## config.mk

```make
export PLATFORM = sky130hd
export DESIGN_NAME = multicycle_control
export DESIGN_NICKNAME = d
export VERILOG_FILES = /design/src/rtl/multicycle_control.sv
export SDC_FILE = /design/constraint.sdc
export NUM_CORES = 1
export LEC_CHECK = 0
export CORE_MARGIN = 3
export CORE_UTILIZATION = 41
export CTS_CLUSTER_DIAMETER = 100
export DETAILED_ROUTE_END_ITERATION = 8
export MAX_ROUTING_LAYER = met4
export PLACE_DENSITY = 0.76
export SETUP_SLACK_MARGIN = 0.05
export SYNTH_ARGS = -nofsm -noshare
export SYNTH_HDL_FRONTEND = slang
export SYNTH_SLANG_ARGS = --single-unit
```

## constraint.sdc

```tcl
create_clock -name clk -period 2.2 [get_ports clk]
set_clock_uncertainty 0.2 [all_clocks]
set_input_delay 0.33 -clock clk [delete_from_list [all_inputs] [get_ports clk]]
set_output_delay 0.33 -clock clk [all_outputs]
set_load 0.005 [all_outputs]
```

## src/rtl/multicycle_control.sv

```systemverilog
// rtl/multicycle_control.sv - Moore control FSM for the shared multicycle RV32I datapath
// Optional MULTICYCLE_MEM_WAIT_EN: FETCH, MEMREAD and MEMWRITE hold until mem_ready.
module multicycle_control #(
  parameter int INSTRET_W = 32
) (
  input  logic                 clk,
  input  logic                 reset,
  input  logic [6:0]           op,
  input  logic [2:0]           funct3,
  input  logic                 funct7,
  input  logic                 zero,
  input  logic                 mem_ready,
  output logic                 pcwrite,
  output logic                 adrsrc,
  output logic                 memwrite,
  output logic                 irwrite,
  output logic [1:0]           resultsrc,
  output logic [2:0]           alucontrol,
  output logic [1:0]           alusrca,
  output logic [1:0]           alusrcb,
  output logic [1:0]           immsrc,
  output logic                 regwrite,
  output logic                 illegal_op,
  output logic [3:0]           state,
  output logic [INSTRET_W-1:0] instret
);

  typedef enum logic [3:0] {
    S_FETCH    = 4'd0,
    S_DECODE   = 4'd1,
    S_MEMADR   = 4'd2,
    S_MEMREAD  = 4'd3,
    S_MEMWB    = 4'd4,
    S_MEMWRITE = 4'd5,
    S_EXECUTER = 4'd6,
    S_ALUWB    = 4'd7,
    S_EXECUTEI = 4'd8,
    S_JAL      = 4'd9,
    S_BEQ      = 4'd10
  } state_t;

  state_t     cur, nxt;
  logic [1:0] aluop;
  logic       pcupdate;
  logic       branch;
  logic       retire;
  logic       mem_go;

`ifdef MULTICYCLE_MEM_WAIT_EN
  assign mem_go = mem_ready;
`else
  logic unused_mem_ready;
  assign unused_mem_ready = mem_ready;
  assign mem_go = 1'b1;
`endif

  always_ff @(posedge clk) begin
    if (reset) begin
      cur     <= S_FETCH;
      instret <= '0;
    end else begin
      cur <= nxt;
      if (retire)
        instret <= instret + INSTRET_W'(1);
    end
  end

  always_comb begin
    nxt        = S_FETCH;
    adrsrc     = 1'b0;
    memwrite   = 1'b0;
    irwrite    = 1'b0;
    resultsrc  = 2'b00;
    alusrca    = 2'b00;
    alusrcb    = 2'b00;
    immsrc     = 2'b00;
    regwrite   = 1'b0;
    illegal_op = 1'b0;
    aluop      = 2'b00;
    pcupdate   = 1'b0;
    branch     = 1'b0;
    retire     = 1'b0;
    case (cur)
      S_FETCH: begin
        irwrite   = mem_go;
        pcupdate  = mem_go;
        alusrcb   = 2'b10;
        resultsrc = 2'b10;
        nxt       = mem_go ? S_DECODE : S_FETCH;
      end
      S_DECODE: begin
        // Branch target is precomputed into ALUOut while the opcode is decoded.
        alusrca = 2'b01;
        alusrcb = 2'b01;
        immsrc  = 2'b10;
        case (op)
          7'b0000011, 7'b0100011: nxt = S_MEMADR;
          7'b0110011:             nxt = S_EXECUTER;
          7'b0010011:             nxt = S_EXECUTEI;
          7'b1101111:             nxt = S_JAL;
          7'b1100011:             nxt = S_BEQ;
          default:                illegal_op = 1'b1;
        endcase
      end
      S_MEMADR: begin
        alusrca = 2'b10;
        alusrcb = 2'b01;
        immsrc  = op[5] ? 2'b01 : 2'b00;
        nxt     = op[5] ? S_MEMWRITE : S_MEMREAD;
      end
      S_MEMREAD: begin
        adrsrc = 1'b1;
        nxt    = mem_go ? S_MEMWB : S_MEMREAD;
      end
      S_MEMWB: begin
        resultsrc = 2'b01;
        regwrite  = 1'b1;
        retire    = 1'b1;
      end
      S_MEMWRITE: begin
        adrsrc   = 1'b1;
        memwrite = 1'b1;
        retire   = mem_go;
        nxt      = mem_go ? S_FETCH : S_MEMWRITE;
      end
      S_EXECUTER: begin
        alusrca = 2'b10;
        aluop   = 2'b10;
        nxt     = S_ALUWB;
      end
      S_EXECUTEI: begin
        alusrca = 2'b10;
        alusrcb = 2'b01;
        aluop   = 2'b10;
        nxt     = S_ALUWB;
      end
      S_ALUWB: begin
        regwrite = 1'b1;
        retire   = 1'b1;
      end
      S_JAL: begin
        alusrca  = 2'b01;
        alusrcb  = 2'b10;
        immsrc   = 2'b11;
        pcupdate = 1'b1;
        nxt      = S_ALUWB;
      end
      S_BEQ: begin
        alusrca = 2'b10;
        aluop   = 2'b01;
        immsrc  = 2'b10;
        branch  = 1'b1;
        retire  = 1'b1;
      end
      default: nxt = S_FETCH;
    endcase
  end

  always_comb begin
    alucontrol = 3'b000;
    case (aluop)
      2'b00: alucontrol = 3'b000;
      2'b01: alucontrol = 3'b001;
      default: begin
        case (funct3)
          // Only R-type (op[5]=1) turns funct7 into a subtract; addi never does.
          3'b000:  alucontrol = ({op[5], funct7} == 2'b11) ? 3'b001 : 3'b000;
          3'b010:  alucontrol = 3'b101;
          3'b110:  alucontrol = 3'b011;
          3'b111:  alucontrol = 3'b010;
          default: alucontrol = 3'b000;
        endcase
      end
    endcase
  end

  assign pcwrite = pcupdate | (branch & zero);
  assign state   = cur;

endmodule

```

-- After elaboration in Yosys (flattened, before gate mapping)
Index checks and enable logic that the tools add are counted.
- register bits after elaboration: 36
- logic and storage cells: 62
- output and inout bits: 53
- input bits: 15
- bitwise gates (word level): 2
- add/sub/neg operators: 1
- muxes and demuxes: 21
- equal/unequal tests: 21
- reduce and logical (&&, ||, !) cells: 15
- operators with widths (kind ; number):
    $pmux 4 s5 ; 2
    $add 32x1->32 const B ; 1
    $eq 4x3->1 const B ; 4
    $pmux 2 s2 ; 4
    $eq 7x6->1 const B ; 2
    $eq 7x7->1 const B ; 2
    $reduce_or 2->1 ; 7
    $eq 4x4->1 const B ; 3
    $pmux 3 s4 ; 1
    $mux 1 ; 11
    $eq 4x2->1 const B ; 2
    $reduce_or 4->1 ; 2
    $eq 7x2->1 const B ; 1
    $eq 7x5->1 const B ; 1
    $eq 3x3->1 const B ; 2
    $pmux 2 s3 ; 1
    $pmux 3 s2 ; 1
    $reduce_or 3->1 ; 2
    $reduce_or 6->1 ; 1
    $eq 4x1->1 const B ; 1
    $logic_not 4->1 ; 1
    $eq 3x2->1 const B ; 1
    $logic_not 3->1 ; 1
    $mux 3 ; 1
    other kinds (5) ; 5

-- Depth between registers and ports, before layout
Gate-level depths: netlist of the first run.
- depth after elaboration: 5
- mapped depth: 7

-- Worst setup path after synthesis of the first run
OpenSTA, ideal clock, no wires.
- path type: flip-flop to flip-flop
- from: register instret[0]
- to: register instret[30]
- arrival time: 2.073 ns
- library setup time: 0.071 ns
- path buffers: 1
- cell stages (with the launch flop): 8
- setup slack: -0.144 ns
- clock period less this slack: 2.344 ns
- cells stage by stage: dfxtp_1 ha_1 and2_1 nand4_1 or3_1 buf_2 or4_1 a21oi_1
- word-level cells in the longest chain between the ends: 1
- ends and longest elaborated chain (item ; RTL line ; RTL):
    from (decl) ; 25 ; output logic [INSTRET_W-1:0] instret
    from (signal assigned) ; 64 ; instret <= instret + INSTRET_W'(1);
    $add 32x1->32 ; 64 ;
No other way between the ends.
A chain may end at the register's enable or synchronous reset.

-- Worst setup path after layout of the first run
- from: register instret[0]
- to: register instret[31]
The elaborated chain is that of the path after synthesis.

==> results_dict.tcl, run 1 <==
set metrics [dict create \
    grt_antenna_before_repair 0 \
    period_minus_slack_ps 2206 \
    syn-num-nets 278 \
    path_cells "nand3_4, or3_4, or3_4, buf_12, nor4_4, mux2_4" \
    areaGrowthSynthToFinish_pct 73.41 \
    vias 2414 \
    initial_core_util 0.4277 \
    ant_nets 0 \
    grt_pass1_wl_um 9729 \
    final_util 0.7417 \
    grt.total_usage 0.2033 \
    slew_viol_final 0 \
    htreeDepth 2 \
    worstSetupPathType "reg2reg" \
    cp_data_required_time_ps 2180 \
    hold_violations 0 \
    coreArea_mm2 0.004786 \
    fin_ws_ps -5.604 \
    clk_pin_slew_worst_paths_ps 70 \
    numPortBuffers 66 \
    globalplace.congestion 0.8400 \
    setup_viol 1 \
    clk_latency_ps 290 \
    wl_per_cell_um 15.01 \
    synth.cell_area_mm2 0.002047 \
    yosysSeqAreaShare 0.3521 \
    overflow 0 \
    ios 68 \
    relSlewSlack 0.7272 \
    ys_types 43 \
    dieArea_mm2 0.005877 \
    routed_wl_um 6741 \
    syn_avg_cell_area_um2 7.813 \
    place_inst 423 \
    clock_path_buffers 2 \
    die_w_um 76.66 \
    cp.arrival_ps 2190 \
    crit_path_max_fanout 7 \
    max_freq_ghz 0.4534 \
    whs_ps 304.1 \
    fp-row-count 25 \
    finalSetupTns_ps -5.604 \
    num_antenna_cells 0 \
    status "finished with violations" \
    cts_inserted_buffers 5 \
    drc_errors 0 \
    drt_iter0_drc 126 \
    netlist_instances 262 \
    clock_sinks 36 \
    vdd.ir_drop.worst_mv 0.3833 \
    cpPeakStageDelay_ps 410 \
    dr.pass1.iters 4 \
    leakage_nw 1.515 \
    finalNetCount 397 \
    ys_seq_elements 36 \
    grt_max_degree 22 \
    critPathCaptureType "flip-flop" \
    worst_pin_slew_ps 405.5 \
    synthFlopType "dfxtp_1" \
    cp-start-kind "flip-flop" \
    violations "negative setup slack" \
    place_area_mm2 0.003089 \
    drive_gt1_frac 0.2723 \
    p_per_area_mw_per_mm2 365.1 \
    cts_root_buf "clkbuf_8" \
    grt_pass1_vias 2094 \
    layout_worst_path_cycle_share 1.003 \
    ctsHoldBuffers 0 \
    hpwl_um 4231 \
    cts_tree "done" \
    rsz0062_at_grt "true" \
    synthArstFlopShare 0 \
    hold_path.class "reg2reg" \
    synth_edf_count 0 \
    crit_top_cell "or3_4" \
    final_cell_area_mm2 0.003550 \
    final_cells 449 \
    maxCapViolations 0 \
    vias_per_cell 5.376 \
    synth_warnings 0 \
    cpMaxStageDelayCell "or3_4" \
    die_h_um 76.66 \
]
[logic make-up (layout without fill, tap and decap cells)]
group | after synthesis | count (layout) | share of synthesized area
xor gates and xnor gates | 19 | 19 | 0.08130
muxes | 3 | 3 | 0.01528
adders and majority gates | 2 | 2 | 0.01100
buffers and inverters | 27 | 147 | 0.05623
and+or+nand+nor | 127 | 127 | 0.3460
DFF | 36 | 36 | 0.3521
AOI/OAI and AO/OA | 48 | 48 | 0.1382
[Yosys cell counts, types with 8 or more instances]
cell / instances / area share
nor4_1: 10 / 0.031
nor2_1: 32 / 0.059
clkbuf_1: 11 / 0.020
inv_1: 9 / 0.017
dfxtp_1: 36 / 0.35
nand3_1: 8 / 0.020
or3_1: 10 / 0.031
nor3_1: 9 / 0.022
nand2_1: 10 / 0.018
xnor2_1: 15 / 0.064
a21oi_1: 21 / 0.051
o21ai_0: 12 / 0.029
[routing by layer]
metal	part of all wire	global-route usage	vias to the layer above
li1	-	-	1180
met1	0.44	0.2518	1154
met2	0.50	0.3336	66
met3	0.045	0.03873	14
met4	0.019	0.06522	0
met5	0	-	-
[worst paths after layout]
kind	from	to	slack (ps)	cells past startpoint
max	instret[0]	instret[31]	-6	6
max reg2reg	instret[0]	instret[31]	-6	6
min	instret[25]	instret[25]	300	2
min reg2reg	instret[25]	instret[25]	300	2
[area by class of cell]
class | instances | area [µm²]
repair buffers | 130 | 1236
clock buffers | 8 | 90.09
fillers | 364 | 1236
multi-input cells | 199 | 1368
well taps | 67 | 83.83
inverters | 9 | 33.78
flip-flops and latches | 36 | 738.2
[critical path, delay by kind of cell, from the launching register on]
| family | cells | cell delay [ps] |
|---|---|---|
| simple gates | 4 | 1050 |
| buf+inv | 1 | 150 |
| flops | 1 | 370 |
| mux | 1 | 320 |
[stage by stage]
step	worst slack (ps)	power [mW]
after floorplan	11.63	0.7169
after global placement	-373.5	0.7923
after detailed placement	-401.9	0.7935
after CTS	-115.2	1.271
after global routing	-97.24	1.343
final	-5.604	1.296
[repair_timing]
action                                  in CTS  in global routing
endpoints found under the setup margin      18                 27
resized for setup                           16                 54
pin swaps                                    1                 16
buffers inserted                             0                 18
[flip-flops by register name, indices dropped and copies added (netlist names)]
signal and count:
instret 32, state 4
[cells in the final DEF (no fill, tap or decap), types with 5 or more instances in the layout]
cell | Yosys | layout
clkbuf_8 | 0 | 6
inv_1 | 9 | 9
clkdlybuf4s50_1 | 0 | 47
nor4_1 | 10 | 7
o21ai_0 | 12 | 10
and3_1 | 6 | 5
nand3_1 | 8 | 7
buf_6 | 0 | 9
dfxtp_1 | 36 | 30
nor2_1 | 32 | 31
buf_4 | 3 | 52
xnor2_1 | 15 | 15
nand4_1 | 6 | 6
nor3_1 | 9 | 8
or3_1 | 10 | 7
a21oi_1 | 21 | 18
dlymetal6s2s_1 | 0 | 15
nand2_1 | 10 | 10
[report_power, final]
group / switching, mW / internal, mW
Combinational: 0.0663 / 0.0927
Sequential: 0.00203 / 0.649
Clock: 0.231 / 0.255
Note: power is estimated with default switching activity, not from simulation.
==> inputs of run 2 (changes only) <==
--- a/config.mk
+++ b/config.mk
@@ -9,6 +9,7 @@
 export CORE_UTILIZATION = 41
 export CTS_CLUSTER_DIAMETER = 100
 export DETAILED_ROUTE_END_ITERATION = 8
+export HOLD_SLACK_MARGIN = 0.15
 export MAX_ROUTING_LAYER = met4
 export PLACE_DENSITY = 0.76
 export SETUP_SLACK_MARGIN = 0.05
==> constraint.sdc (replaced) <==
create_clock -name clk -period 2.2 [get_ports clk]
set_clock_uncertainty 0.2 [all_clocks]
set_input_delay 0.33 -clock clk [delete_from_list [all_inputs] [get_ports clk]]
set_output_delay 0.33 -clock clk [all_outputs]
set_load 0.01 [all_outputs]
==> run 2 against run 1 <==
The flow now finishes without violations; first-iteration DRC count shrank 29%; sequential share of layout area is 1.5 points higher; flip-flop and latch count is the same; design area down 7.2%; final cell count fell by 3.8%; sequential power hardly changed; worst hold slack got worse by 3.2 ps; clock power decreased by 7.6%; register-to-register slack gained 90 ps; critical path depth down 1; count of clock-buffer cells in the layout fell by 1; power fell by 5.0%; critical path type unchanged; largest cell class unchanged.
==> results_dict.tcl, run 2 (synthesized netlist as in run 1, its figures left out) <==
set metrics [dict create \
    status "finished, final reports clean" \
    hpwl_um 4258 \
    ant_nets 0 \
    p_per_area_mw_per_mm2 373.5 \
    r2r_cells 5 \
    htreeDepth 2 \
    initial_core_util 0.4277 \
    reg2reg_to "instret[31]" \
    grt_pass1_wl_um 10140 \
    grt.total_usage 0.2110 \
    grt_pass1_vias 2247 \
    cpMaxStageDelayCell "or3_4" \
    leakage_nw 1.237 \
    finalNetCount 380 \
    relSlewSlack 0.7154 \
    die_h_um 76.66 \
    num_antenna_cells 0 \
    worstSetupPathType "reg2reg" \
    top_register "instret" \
    vdd.ir_drop.worst_mv 0.2929 \
    endpoint "instret[31]" \
    place_inst 420 \
    drc_errors 0 \
    final_cell_area_mm2 0.003294 \
    hold_violations 0 \
    clock_sinks 36 \
    r2r_start "instret[2]" \
    cp.arrival_ps 2090 \
    crit_top_cell "or3_4" \
    slew_viol_final 0 \
    fp-row-count 25 \
    drive_gt1_frac 0.2466 \
    layout_commonest_cell "clkdlybuf4s50_1" \
    hold_path.class "reg2reg" \
    cts_root_buf "clkbuf_8" \
    worst_pin_slew_ps 420.9 \
    register_area_um2 734.5 \
    dieArea_mm2 0.005877 \
    vias 2260 \
    multi_input_area_mm2 0.001341 \
    critPathCaptureType "flip-flop" \
    drt_iter0_drc 89 \
    rsz0062_at_grt "true" \
    crit_path_max_fanout 8 \
    areaGrowthSynthToFinish_pct 60.94 \
    cp_data_required_time_ps 2170 \
    cpPeakStageDelay_ps 460 \
    overflow 0 \
    final_cells 432 \
    clk_latency_ps 280 \
    clk_pin_slew_worst_paths_ps 70 \
    globalplace.congestion 0.8251 \
    numPortBuffers 66 \
    vias_per_cell 5.231 \
    grt_antenna_before_repair 0 \
    ff2ff_setup_slack_ps 80 \
    period_minus_slack_ps 2118 \
    clock_path_buffers 2 \
    max_freq_ghz 0.4722 \
    fillCellCount 410 \
    routed_wl_um 5826 \
    wl_per_cell_um 13.49 \
    cp-start-kind "flip-flop" \
    path_cells "nand3_2, or3_4, or3_4, nor4_2, mux2_2" \
    cts_tree "done" \
    largest_reg_flops 32 \
    dr.pass1.iters 4 \
    setup_viol 0 \
    cts_inserted_buffers 5 \
    coreArea_mm2 0.004786 \
    die_w_um 76.66 \
    final_cell_mix "clkdlybuf4s50_1, buf_4, nor2_1, dfxtp_1, a21oi_1" \
    ios 68 \
    layout_worst_path_cycle_share 0.9626 \
    maxCapViolations 0 \
    grt_max_degree 19 \
    place_area_mm2 0.003075 \
    cp-startpoint "instret[2]" \
]
run 2: cell count changes in the layout (fill, tap and decap cells not counted), sizes merged:
cell and delta:
clkdlybuf4s50 -1, dlygate4sd2 +11, clkinv +1, dlymetal6s2s -12, buf -16
run 2: cell type report:
cell class / count / share of cell area
Multi-Input combinational cell: 199 / 0.4071
Clock buffer: 7 / 0.02317
Sequential cell: 36 / 0.2229
Tap cell: 67 / 0.02545
Inverter: 9 / 0.01025
Clock inverter: 1 / 0.001519
Timing Repair Buffer: 113 / 0.3095
run 2: worst min-delay path by stage:
stage | start | end | slack [ps] | cells past startpoint
after detailed placement | instret[29] | instret[29] | 300 | 2
after global routing | instret[29] | instret[29] | 330 | 2
after floorplan | instret[25] | instret[25] | 300 | 2
after CTS | instret[25] | instret[25] | 300 | 2
final | instret[29] | instret[29] | 300 | 2
after global placement | instret[25] | instret[25] | 280 | 2
run 2: critical path, delay by kind of cell (launching register included):
| kind | cells | cell delay [ps] |
|---|---|---|
| flip-flops | 1 | 340 |
| multiplexers | 1 | 360 |
| AND/OR/NAND/NOR | 4 | 1110 |
run 2: metrics by stage:
step | util | worst slack [ps] | power [mW] | hold slack (ps) | TNS [ps]
after floorplan | - | -8.305 | 0.7230 | 304.2 | -8.305
after global placement | 0.6426 | -399.4 | 0.8013 | 277.2 | -698.1
after detailed placement | 0.6426 | -404.1 | 0.8028 | 295.5 | -814.3
after CTS | 0.6706 | 17.44 | 1.240 | 304.7 | 0
after global routing | 0.6884 | 7.959 | 1.291 | 332.8 | 0
final | 0.6884 | 82.26 | 1.231 | 300.9 | 0
run 2: per-layer routing:
metal  GRT usage  up-vias  part of all wire
li1            -     1140                 -
met1      0.2522     1047              0.44
met2      0.3624       60              0.50
met3     0.03756       13             0.041
met4     0.06159        0             0.021
met5           -        -                 0
run 2: where the power goes:
part / leakage (nW) / total, mW / switching, mW / internal, mW
sequential: 0.294 / 0.651 / 0.00125 / 0.650
combinational: 0.901 / 0.131 / 0.0621 / 0.0686
clock: 0.0422 / 0.449 / 0.227 / 0.222
total: 1.24 / 1.23 / 0.290 / 0.941
run 2: repair_timing:
item | in CTS | in global routing
hold buffers | 0 | 0
resized for setup | 41 | 24
setup buffers | 2 | 2
gates cloned | 0 | 0
setup endpoints to repair | 20 | 15
endpoints found under the hold margin | 0 | 0
pin swaps | 6 | 11
==> inputs of run 3 (changes only) <==
--- a/config.mk
+++ b/config.mk
@@ -5,13 +5,15 @@
 export SDC_FILE = /design/constraint.sdc
 export NUM_CORES = 1
 export LEC_CHECK = 0
+export CAP_MARGIN = 20
 export CORE_MARGIN = 3
 export CORE_UTILIZATION = 41
 export CTS_CLUSTER_DIAMETER = 100
 export DETAILED_ROUTE_END_ITERATION = 8
+export GPL_ROUTABILITY_DRIVEN = 0
 export HOLD_SLACK_MARGIN = 0.15
 export MAX_ROUTING_LAYER = met4
-export PLACE_DENSITY = 0.76
+export PLACE_DENSITY_LB_ADDON = 0.25
 export SETUP_SLACK_MARGIN = 0.05
 export SYNTH_ARGS = -nofsm -noshare
 export SYNTH_HDL_FRONTEND = slang
==> run 3 against run 2 <==
Fmax increased by 0.72%; worst hold slack got worse by 2.4 ps; sequential power about the same; wire length increased by 0.84%; sequential share of layout area increased by 0.25 points; flip-flop and latch count unchanged; largest power group unchanged.
==> results_dict.tcl, run 3 (synthesized netlist as in run 1, its figures left out) <==
set metrics [dict create \
    status "finished, final reports clean" \
    cp-start-kind "flip-flop" \
    period_minus_slack_ps 2103 \
    cpPeakStageDelay_ps 410 \
    overflow 0 \
    crit_top_cell "or3_4" \
    cts_tree "done" \
    grt.total_usage 0.2098 \
    max_freq_ghz 0.4756 \
    htreeDepth 2 \
    leakage_nw 1.249 \
    die_h_um 76.66 \
    crit_path_max_fanout 7 \
    critPathCaptureType "flip-flop" \
    wl_per_cell_um 13.47 \
    whs_path_depth 2 \
    p_per_area_mw_per_mm2 386.6 \
    vias_per_cell 5.289 \
    ff2ff_setup_slack_ps 100 \
    r2r_start "instret[1]" \
    finalNetCount 384 \
    grt_pass1_vias 2212 \
    r2r_cells 6 \
    vdd.ir_drop.worst_mv 0.3081 \
    hpwl_um 4283 \
    whs_ps 298.5 \
    clock_path_buffers 2 \
    die_w_um 76.66 \
    areaGrowthSynthToFinish_pct 59.72 \
    cpMaxStageDelayCell "or3_4" \
    setup_viol 0 \
    drc_errors 0 \
    final_cell_area_mm2 0.003269 \
    fillCellCount 395 \
    pre_cts_slack_ps -432.3 \
    initial_core_util 0.4277 \
    cts_root_buf "clkbuf_8" \
    maxCapViolations 0 \
    p_int_uw 969.1 \
    drive_gt1_frac 0.2520 \
    grt_pass1_wl_um 10050 \
    coreArea_mm2 0.004786 \
    final_cell_mix "clkdlybuf4s50_1, buf_4, nor2_1, dfxtp_1, a21oi_1" \
    cp_data_required_time_ps 2220 \
    cp-startpoint "instret[1]" \
    fp-row-count 25 \
    ios 68 \
    worstSetupPathType "reg2reg" \
    routed_wl_um 5875 \
    fin_ws_ps 97.50 \
    cp.arrival_ps 2120 \
    clk_latency_ps 290 \
    worst_pin_slew_ps 400.5 \
    switching_power_uw 295.0 \
    layout_commonest_cell "clkdlybuf4s50_1" \
    hold_violations 0 \
    cp.depth 6 \
    clkPwrFrac 0.380 \
    path_cells "nand3_1, or3_4, or3_4, buf_4, or3_1, a21oi_1" \
    dieArea_mm2 0.005877 \
    drt_iter0_drc 174 \
    hold_path.class "reg2reg" \
    layout_worst_path_cycle_share 0.9557 \
    largest_reg_flops 32 \
    reg2reg_to "instret[15]" \
    grt_max_degree 17 \
    top_register "instret" \
    clock_sinks 36 \
    endpoint "instret[15]" \
    vias 2306 \
    crit_family "simple AND/OR/NAND/NOR gates" \
    ant_nets 0 \
    path_buf_inv 1 \
    rsz0062_at_grt "true" \
    numPortBuffers 66 \
    p_total_mw 1.264 \
    slew_viol_final 0 \
    relSlewSlack 0.7277 \
    dr.pass1.iters 4 \
    clk_pin_slew_worst_paths_ps 70 \
    p_seq_frac 0.515 \
    grt_antenna_before_repair 0 \
    num_antenna_cells 0 \
    switching_share 0.2334 \
    place_area_mm2 0.003100 \
    p_comb_frac 0.104 \
    cts_inserted_buffers 5 \
]
run 3: stage by stage:
stage	std cells	utilization	TNS [ps]
after floorplan	262	-	-8.305
after global placement	425	0.6478	-672.1
after detailed placement	425	0.6478	-754.0
after CTS	436	0.6779	-14.55
after global routing	436	0.6831	0
final	436	0.6831	0
run 3: timing repair:
action	CTS	global route
resized for setup	39	24
setup endpoints to repair	20	15
pin swaps	5	8
cloned	1	0
hold buffers	0	0
setup buffers	2	0
run 3: final cells by class:
cell class              count  area [µm²]  area share
multi-input cells         200        1304      0.3988
repair buffers            116        1018      0.3115
flip-flops and latches     36       737.0      0.2254
well taps                  67       83.83     0.02564
clock buffers               6       82.58     0.02526
inverters                   9       33.78     0.01033
clock inverters             2       10.01    0.003062
run 3: worst reg2reg max path, cell delays in order, from the launching register on:
cell and delay, ps:
dfxtp_4 350, nand3_1 100, or3_4 410, or3_4 390, buf_4 150, or3_1 300, a21oi_1 140
run 3: worst min path at each step:
| stage | from | endpoint |
|---|---|---|
| finish | instret[25] | instret[25] |
| global route | instret[29] | instret[29] |
| CTS | instret[29] | instret[29] |
| detailed placement | instret[29] | instret[29] |
| global placement | instret[25] | instret[25] |
| floorplan | instret[25] | instret[25] |
run 3: power groups by stage:
stage | clock network [mW] | logic (mW) | registers, mW
2_1_floorplan | 0 | 0.0538 | 0.669
3_3_place_gp | 0 | 0.137 | 0.667
3_5_place_dp | 0 | 0.139 | 0.667
4_1_cts | 0.489 | 0.133 | 0.652
5_1_grt | 0.516 | 0.144 | 0.651
6_report | 0.481 | 0.132 | 0.651
run 3: routing by layer:
metal  GRT usage  part of all wire
met5           -                 0
met1      0.2569              0.45
met2      0.3571              0.51
met3     0.03521             0.033
met4     0.05616            0.0070
